===== config.mk =====
export PLATFORM = sky130hd
export DESIGN_NAME = led_fade_pwm_flat
export DESIGN_NICKNAME = d
export VERILOG_FILES = /design/src/rtl/led_pkg.sv /design/src/rtl/led_fade_pwm_if.sv /design/src/rtl/led_fade_pwm_pwm_gen.sv /design/src/rtl/led_fade_pwm.sv /design/src/flat_wrapper.sv
export SDC_FILE = /design/constraint.sdc
export NUM_CORES = 1
export LEC_CHECK = 0
export ABC_AREA = 1
export CORE_MARGIN = 4
export CORE_UTILIZATION = 60
export DETAILED_ROUTE_END_ITERATION = 7
export HOLD_SLACK_MARGIN = 0.1
export PLACE_DENSITY = 0.88
export SYNTH_ARGS = -nofsm -noshare
export SYNTH_HDL_FRONTEND = slang
export SYNTH_HIERARCHICAL = 1
export SYNTH_SLANG_ARGS = --single-unit

===== constraint.sdc =====
create_clock -name clk_in -period 6.34 [get_ports clk_in]
set_input_delay 0.634 -clock clk_in [delete_from_list [all_inputs] [get_ports clk_in]]
set_output_delay 0.634 -clock clk_in [all_outputs]
set_load 0.02 [all_outputs]

===== src/rtl/led_pkg.sv =====
// Shared types and default sizing for the LED fade/PWM stage.
package led_pkg;

  typedef enum logic [1:0] {
    IDLE = 2'd0,
    RISE = 2'd1,
    HOLD = 2'd2,
    FALL = 2'd3
  } state_t;

  localparam int DEF_PWM_BITS = 8;
  localparam int DEF_STEP_DIV = 4;
  localparam int DEF_DUTY_MAX = 255;

  // Counter width that stays at least one bit when the modulus is 1.
  function automatic int cnt_w(input int n);
    return (n > 1) ? $clog2(n) : 1;
  endfunction

endpackage


===== src/rtl/led_fade_pwm_if.sv =====
// Blink input / LED drive bundle between the blinker and the fade stage.
interface led_fade_pwm_if #(
  parameter int PWM_BITS = led_pkg::DEF_PWM_BITS
);
  logic                blink_in;
  logic                enable;
  logic                led_out;
  logic [PWM_BITS-1:0] duty;
  logic                fading;

  modport master (output blink_in, enable, input led_out, duty, fading);
  modport slave  (input blink_in, enable, output led_out, duty, fading);
endinterface


===== src/rtl/led_fade_pwm_pwm_gen.sv =====
// Free-running PWM counter with a registered duty compare.
module pwm_gen #(
  parameter int PWM_BITS = 8
) (
  input  logic                clk_in,
  input  logic                reset_n,
  input  logic                enable,
  input  logic [PWM_BITS-1:0] duty,
  output logic                period_end,
  output logic                led_out
);
  logic [PWM_BITS-1:0] pwm_cnt;

  assign period_end = (pwm_cnt == '1);

  always_ff @(posedge clk_in or negedge reset_n) begin
    if (!reset_n) begin
      pwm_cnt <= '0;
      led_out <= 1'b0;
    end else if (!enable) begin
      pwm_cnt <= '0;
      led_out <= 1'b0;
    end else begin
      pwm_cnt <= pwm_cnt + PWM_BITS'(1);
      led_out <= (pwm_cnt < duty);
    end
  end
endmodule


===== src/rtl/led_fade_pwm.sv =====
// Breathing LED: ramps PWM duty up while blink is high, down while low.
module led_fade_pwm
  import led_pkg::*;
#(
  parameter int PWM_BITS = DEF_PWM_BITS,
  parameter int STEP_DIV = DEF_STEP_DIV,
  parameter int DUTY_MAX = DEF_DUTY_MAX
) (
  input  logic          clk_in,
  input  logic          reset_n,
  led_fade_pwm_if.slave bus
);
  localparam int                  STEP_W = cnt_w(STEP_DIV);
  localparam logic [PWM_BITS-1:0] DMAX   = PWM_BITS'(DUTY_MAX);
  localparam logic [STEP_W-1:0]   SLAST  = STEP_W'(STEP_DIV - 1);

  state_t              state_q, state_n;
  logic [PWM_BITS-1:0] duty_q, duty_n;
  logic [STEP_W-1:0]   step_cnt;
  logic                blink_q, fading_q;
  logic                period_end, step_strobe, led;

  assign step_strobe = period_end && (step_cnt == SLAST);

  always_ff @(posedge clk_in or negedge reset_n) begin
    if (!reset_n) begin
      blink_q  <= 1'b0;
      state_q  <= IDLE;
      duty_q   <= '0;
      step_cnt <= '0;
      fading_q <= 1'b0;
    end else begin
      blink_q  <= bus.blink_in;
      state_q  <= state_n;
      duty_q   <= duty_n;
      fading_q <= (state_n == RISE) || (state_n == FALL);
      if (!bus.enable)     step_cnt <= '0;
      else if (period_end) step_cnt <= step_strobe ? '0 : step_cnt + STEP_W'(1);
    end
  end

  // The step uses the current direction; a blink reversal only retargets
  // the state, so duty never jumps when the input flips mid-ramp.
  always_comb begin
    state_n = state_q;
    duty_n  = duty_q;
    if (!bus.enable) begin
      state_n = IDLE;
      duty_n  = '0;
    end else begin
      case (state_q)
        IDLE: begin
          duty_n = '0;
          if (blink_q) state_n = RISE;
        end
        RISE: begin
          if (step_strobe && duty_q < DMAX) duty_n = duty_q + PWM_BITS'(1);
          if (!blink_q)            state_n = FALL;
          else if (duty_n == DMAX) state_n = HOLD;
        end
        HOLD: begin
          if (!blink_q) state_n = FALL;
        end
        FALL: begin
          if (step_strobe && duty_q != '0) duty_n = duty_q - PWM_BITS'(1);
          if (blink_q)           state_n = RISE;
          else if (duty_n == '0) state_n = IDLE;
        end
        default: state_n = IDLE;
      endcase
    end
  end

  pwm_gen #(.PWM_BITS(PWM_BITS)) u_pwm (
    .clk_in     (clk_in),
    .reset_n    (reset_n),
    .enable     (bus.enable),
    .duty       (duty_q),
    .period_end (period_end),
    .led_out    (led)
  );

  assign bus.led_out = led;
  assign bus.duty    = duty_q;
  assign bus.fading  = fading_q;
endmodule

===== src/flat_wrapper.sv =====
// flat-port wrapper written by rule: the top's interface ports become plain ports
module led_fade_pwm_flat import led_pkg::*;
#(
  parameter int PWM_BITS = DEF_PWM_BITS,
  parameter int STEP_DIV = DEF_STEP_DIV,
  parameter int DUTY_MAX = DEF_DUTY_MAX
)
  (clk_in, reset_n, bus_blink_in, bus_enable, bus_led_out, bus_duty, bus_fading);
  led_fade_pwm_if #(.PWM_BITS(PWM_BITS)) bus_i ();
  input  logic clk_in;
  input  logic reset_n;
  input wire logic [$bits(bus_i.blink_in)-1:0] bus_blink_in;
  input wire logic [$bits(bus_i.enable)-1:0] bus_enable;
  output wire logic [$bits(bus_i.led_out)-1:0] bus_led_out;
  output wire logic [$bits(bus_i.duty)-1:0] bus_duty;
  output wire logic [$bits(bus_i.fading)-1:0] bus_fading;
  assign bus_i.blink_in = bus_blink_in;
  assign bus_i.enable = bus_enable;
  assign bus_led_out = bus_i.led_out;
  assign bus_duty = bus_i.duty;
  assign bus_fading = bus_i.fading;
  led_fade_pwm #(.PWM_BITS(PWM_BITS), .STEP_DIV(STEP_DIV), .DUTY_MAX(DUTY_MAX)) u_core (.clk_in(clk_in), .reset_n(reset_n), .bus(bus_i));
endmodule

# After elaboration in Yosys (flattened, before gate mapping)
# Cells that the tools add are included.
[totals] mem_count=0 latchBits=0 word_cells=51 mem_bits_rw=0 regBits=23 rom_bits=0
[classes] n_div=0 shift=0 n_reduce_logical=7 bitwise=0 multipliers=0 magnitude_cmp=2 addsub=4 muxes=21 n_eq_ne=10
[ops] operator="8-bit 2-to-1 mux" n=8
[ops] operator="8-bit one-hot mux with 3 select lines" n=1
[ops] operator="2-bit 2-to-1 mux" n=10
[ops] operator="8-bit by 1-bit adder with 8-bit output (second input constant)" n=2
[ops] operator="8-bit equality test (second input constant)" n=2
[ops] operator="2-bit equality test (second input constant)" n=4
[ops] operator="8-bit logical NOT" n=1
[ops] operator="8-bit less-than comparator" n=1
[ops] operator="8-bit less-than comparator (second input constant)" n=1
[ops] operator="2-bit one-hot mux with 4 select lines" n=1
[ops] operator="8-bit nonzero test" n=1
[ops] operator="8-bit by 1-bit subtractor with 8-bit output (second input constant)" n=1
[ops] operator="2-bit by 1-bit equality test with 1-bit output (second input constant)" n=2
[ops] operator="4-bit by 1-bit inequality test with 1-bit output (second input constant)" n=1
[ops] operator="1-bit logical AND" n=3
[ops] operator="2-bit by 1-bit adder with 2-bit output (second input constant)" n=1
[ops] operator="2-bit logical NOT" n=1
[ops] operator="2-bit by 1-bit inequality test with 1-bit output (second input constant)" n=1
[ops] operator="1-bit logical OR" n=1
[ops] operator="1-bit 2-to-1 mux" n=1

# Depth between registers and ports, before layout
[logic_depth] ltp_word=13 ltp_mapped=18 mapped_depth_nobuf=18

# Cells and area by module
# The synthesis kept the hierarchy.
[modules_own_cells] module="led_fade_pwm" cells_each=218 seq_area_each_um2=325.3 area_per_inst_um2=1302.5 instances=1
[modules_own_cells] module="pwm_gen" cells_each=75 seq_area_each_um2=225.2 area_per_inst_um2=574.3 instances=1

# Worst setup path before layout
# No wires, ideal clock.
[synth_timing] path_type="register to register" start="register u_core.u_pwm.pwm_cnt[0]" end="register u_core.state_q[0]" path_stages_with_launch=17 arrival_time_ps=2107 setup_slack_ps=4117 setup_ps=115 n_path_buf=0 t_required_ps=6225 path_cell_list="dfrtp_1 > ha_1 > nand2_1 > nor2_2 > nand3_1 > nor2_1 > nand2_1 > inv_1 > nand2_4 > o21ai_0 > nand2_1 > nor2_2 > nand4_1 > nand2_1 > nand2_1 > nor2_1 > nor2_1"
[synth_between] elab_chain_len=11
[synth_rtl] element="start, declared" line_no="led_fade_pwm_pwm_gen.sv:12" rtl="logic [PWM_BITS-1:0] pwm_cnt;"
[synth_rtl] element="start signal, assigned" line_no="led_fade_pwm_pwm_gen.sv:24" rtl="pwm_cnt <= pwm_cnt + PWM_BITS'(1);"
[synth_rtl] element="8-bit equality test (*)" line_no="led_fade_pwm_pwm_gen.sv:14" rtl="assign period_end = (pwm_cnt == '1);"
[synth_rtl] element="named net u_core.period_end" line_no="led_fade_pwm.sv:21" rtl="logic period_end, step_strobe, led;"
[synth_rtl] element="1-bit logical AND (*)" line_no="led_fade_pwm.sv:23" rtl="assign step_strobe = period_end && (step_cnt == SLAST);"
[synth_rtl] element="1-bit logical AND, on equally long branches" line_no="led_fade_pwm.sv:57, led_fade_pwm.sv:65"
[synth_rtl] element="8-bit 2-to-1 mux, on equally long branches" line_no="led_fade_pwm.sv:57, led_fade_pwm.sv:65"
[synth_rtl] element="8-bit 2-to-1 mux" line_no="led_fade_pwm.sv:51" rtl="case (state_q)"
[synth_rtl] element="8-bit 2-to-1 mux" line_no="led_fade_pwm.sv:47" rtl="if (!bus.enable) begin"
[synth_rtl] element="8-bit equality test or 8-bit logical NOT (tied branches)" line_no="led_fade_pwm.sv:59, led_fade_pwm.sv:67"
[synth_rtl] element="2-bit 2-to-1 mux, on equally long branches" line_no="led_fade_pwm.sv:59, led_fade_pwm.sv:67"
[synth_rtl] element="2-bit 2-to-1 mux, on equally long branches" line_no="led_fade_pwm.sv:58, led_fade_pwm.sv:66"
[synth_rtl] element="2-bit one-hot mux with 4 select lines (*)" line_no="led_fade_pwm.sv:51"
[synth_rtl] element="2-bit 2-to-1 mux (*)" line_no="led_fade_pwm.sv:47"
[synth_rtl] element="named net u_core.state_n[0]" line_no="led_fade_pwm.sv:17" rtl="state_t state_q, state_n;"
[synth_rtl] element="end signal, assigned" line_no="led_fade_pwm.sv:34" rtl="state_q <= state_n;"
[synth_rtl] element="end, declared" line_no="led_fade_pwm.sv:17"
# The timed path passes the listed nets; every way through them passes the cells marked *. The select of a mux whose other input is x is not followed.
# A chain may end at the register's enable or synchronous reset.

# Worst setup path in the final report
[layout_timing] start="register u_core.u_pwm.pwm_cnt[0]" end="register u_core.state_q[1]"
# Same word-level chain as after synthesis.

==> impl_metrics.env <==
export IMPL_grt_overflow=0
export IMPL_post_drt_wl_per_cell_um=13.59
export IMPL_start_util_pct=61.98
export IMPL_power_uw=329.0
export IMPL_async_flop_share_pct=100.0
export IMPL_yosysUniqueCellTypes=22
export IMPL_ant_nets=0
export IMPL_worst_slew_pin_slew_ns=1.031
export IMPL_die_area_mm2=0.004087
export IMPL_crit_required_ns=6.55
export IMPL_yosysTopAreaCell="dfrtp_1"
export IMPL_maxCapViolations=0
export IMPL_post_cts_setup_buffers=0
export IMPL_routed_wirelength_um=4797
export IMPL_ir_worst_vdd_mv=0.1710
export IMPL_hold_class="flop to flop"
export IMPL_slew_headroom_pct=31.07
export IMPL_busiest_layer="met2"
export IMPL_drv_slew=0
export IMPL_p_per_area_mw_per_mm2=157.7
export IMPL_critPathBufInv=2
export IMPL_max_stage_delay_ns=0.43
export IMPL_drive_above_1_share_pct=5.825
export IMPL_skew_ns=0.004007
export IMPL_gr_usage_all_layers_pct=25.10
export IMPL_synth_ff_type="dfrtp_1"
export IMPL_timing_critical_path_cells="ha_1 -> nand2_1 -> nor2_2 -> nand3_1 -> nor2_1 -> nand2_1 -> inv_1 -> nand2_2 -> nand2_1 -> nand2_1 -> inv_1 -> nand2_1 -> nor2_1 -> nand2_1 -> nand2_1 -> nand2_1 -> nor2_1 -> nor2_1"
export IMPL_cp_arrival_ns=2.85
export IMPL_synth_most_common_cell="nand2_1"
export IMPL_yosysTopAreaCellShare_pct=29.33
export IMPL_syn_instance_count=293
export IMPL_viasPerCell=5.615
export IMPL_ios=14
export IMPL_critical_path_top_delay_family="simple AND/OR/NAND/NOR gates"
export IMPL_drt_iter0_drc=259
export IMPL_finalHoldViolCount=0
export IMPL_use_met1_pct=34.15
export IMPL_grt_pass1_wl_um=8335
export IMPL_crit_path_frequent_cell="nand2_1"
export IMPL_dp_hpwl_um=3567
export IMPL_ys_ff_latch=22
export IMPL_fill_cells=260
export IMPL_numCtsBuffers=3
export IMPL_nNetsFinal=330
export IMPL_synth_area_mm2=0.001877
export IMPL_clock_latency_ns=0.31
export IMPL_fin_crit_ns=2.636
export IMPL_yosys_top_cells_area="dfrtp_1, nand2_1, ha_1, inv_1, nand3_1"
export IMPL_core_mm2=0.003028
export IMPL_io_buffers=13
export IMPL_worstPathMaxFanout=7
export IMPL_grt_use_met2_pct=42.06
export IMPL_tns_ns=0
export IMPL_synth_edf_count=0
export IMPL_clock_sinks=22
export IMPL_post_cts_resized=0
export IMPL_dr_pass1_iters=5
export IMPL_drc=0
export IMPL_cp_start_kind="flop"
export IMPL_syn_to_final_growth_pct=11.20
export IMPL_cts_buffer_depth=2
export IMPL_clock_fmax_ghz=0.3794
export IMPL_ys_seq_area_share_pct=29.33
export IMPL_hold_buffers=0
export IMPL_rows=20
export IMPL_cts_tree="done"
export IMPL_gp_congestion=0.9965
export IMPL_met3_usage_pct=2.460
export IMPL_antenna_cells=0
export IMPL_grt_max_degree=23
export IMPL_rsz0062_at_grt="false"
export IMPL_antenna_found_initial=0
export IMPL_clk_pin_slew_worst_paths_ns=0.12
export IMPL_fp_dieH_um=63.93
export IMPL_leakagePower_uw=0.001034
export IMPL_postSynthNetCount=313
export IMPL_status="completed"
export IMPL_htreeDepth=1
export IMPL_crit_path_end_kind="flop"
export IMPL_slowest_stage="dfrtp_1"
export IMPL_yosys_top_cells_count="nand2_1, inv_1, nor2_1, nand3_1"
export IMPL_setup_viol=0
export IMPL_grt_pass1_vias=1848
export IMPL_syn_area_per_cell_um2=6.405
export IMPL_critPathKind="flop to flop"
export IMPL_vias=1982
export IMPL_period_share_pct=41.58
export IMPL_die_w_um=63.93
export IMPL_yosys_warnings=6
export IMPL_cts_root_buf="clkbuf_4"
[layout make-up]
type	instances	area [um2]	area share (%)
multi-input cells	227	1151	55.16
clock buffers	4	36.28	1.739
inverters	43	163.9	7.854
well taps	44	55.05	2.638
repair buffers	13	130.1	6.235
flip-flops and latches	22	550.5	26.38
[flip-flops by register name (all words and copies together), names as in the netlist]
name                  count
u_core/bus.duty           8
u_core/state_q            2
u_core/u_pwm/pwm_cnt      8
u_core/step_cnt           2
u_core/u_pwm/led_out      1
u_core/blink_q            1
[layout by cell type (no fill, tap or decap)]
| cell type | count |
|---|---|
| dfrtp_1 | 22 |
| nor2_1 | 28 |
| nor2_2 | 8 |
| inv_1 | 41 |
| nand3_2 | 1 |
| nand2_2 | 3 |
| clkbuf_8 | 1 |
| nand4_1 | 5 |
| nand2_4 | 1 |
| a21oi_1 | 12 |
| o21ai_1 | 1 |
| clkdlybuf4s50_1 | 13 |
| o21ai_0 | 22 |
| nor3_1 | 2 |
| inv_4 | 1 |
| nand2_1 | 96 |
| ha_1 | 16 |
| xnor2_1 | 1 |
| nand3_1 | 24 |
| o211a_1 | 1 |
| o22ai_1 | 5 |
| clkinv_1 | 1 |
| clkbuf_4 | 3 |
| xor2_1 | 1 |
[routing by layer]
layer  routed length (um)  part of all wire (%)  vias to the layer above
met3                  368                   7.7                        8
met1                 2103                    44                      897
met4                   70                   1.5                        0
li1                     -                     -                      969
met2                 2254                    47                      108
met5                    0                     0                        -
[final timing paths]
check / from / endpoint / slack, ns / depth (start not counted)
min reg2reg: u_core/u_pwm/pwm_cnt[0]$_DFF_PN0_ / u_core/u_pwm/pwm_cnt[0]$_DFF_PN0_ / 0.53 / 1
max: u_core/u_pwm/pwm_cnt[0]$_DFF_PN0_ / u_core/state_q[1]$_DFF_PN0_ / 3.70 / 18
max in group asynchronous: reset_n / u_core/u_pwm/pwm_cnt[4]$_DFF_PN0_ / 4.85 / 1
min in group asynchronous: reset_n / u_core/bus.duty[7]$_DFFE_PN0P_ / 0.87 / 1
min: u_core/u_pwm/pwm_cnt[0]$_DFF_PN0_ / u_core/u_pwm/pwm_cnt[0]$_DFF_PN0_ / 0.53 / 1
max reg2reg: u_core/u_pwm/pwm_cnt[0]$_DFF_PN0_ / u_core/state_q[1]$_DFF_PN0_ / 3.70 / 18
[cells by family (layout without fill, tap and decap cells)]
logic type | Yosys count | in the layout | share of synthesized area, %
AND/OR/NAND/NOR | 168 | 168 | 38.20
buffers and inverters | 44 | 60 | 9.333
AO/OA/AOI/OAI | 41 | 41 | 11.53
flip-flops | 22 | 22 | 29.33
adder cells (fa/ha/maj) | 16 | 16 | 10.67
XOR/XNOR | 2 | 2 | 0.9335
[stage by stage]
step           utilization, %  hold slack [ns]  cells  worst slack, ns  cell area, um2
6_report                68.93           0.5257    353            3.704            2087
5_1_grt                 68.93           0.5440    353            3.440            2087
3_3_place_gp            67.73           0.4870    349            3.925            2051
3_5_place_dp            67.73           0.5067    349            3.778            2051
2_1_floorplan               -           0.3384    293            4.117            1877
4_1_cts                 68.93           0.5266    353            3.767            2087
[report_power, final]
part	switching [uW]	leakage, uW	internal, uW
sequential	9.18	0.000300	147
clock	43.0	0.0000210	35.0
combinational	63.6	0.000713	30.9
total	116	0.00103	213
Power figures use the tool's default switching activity.
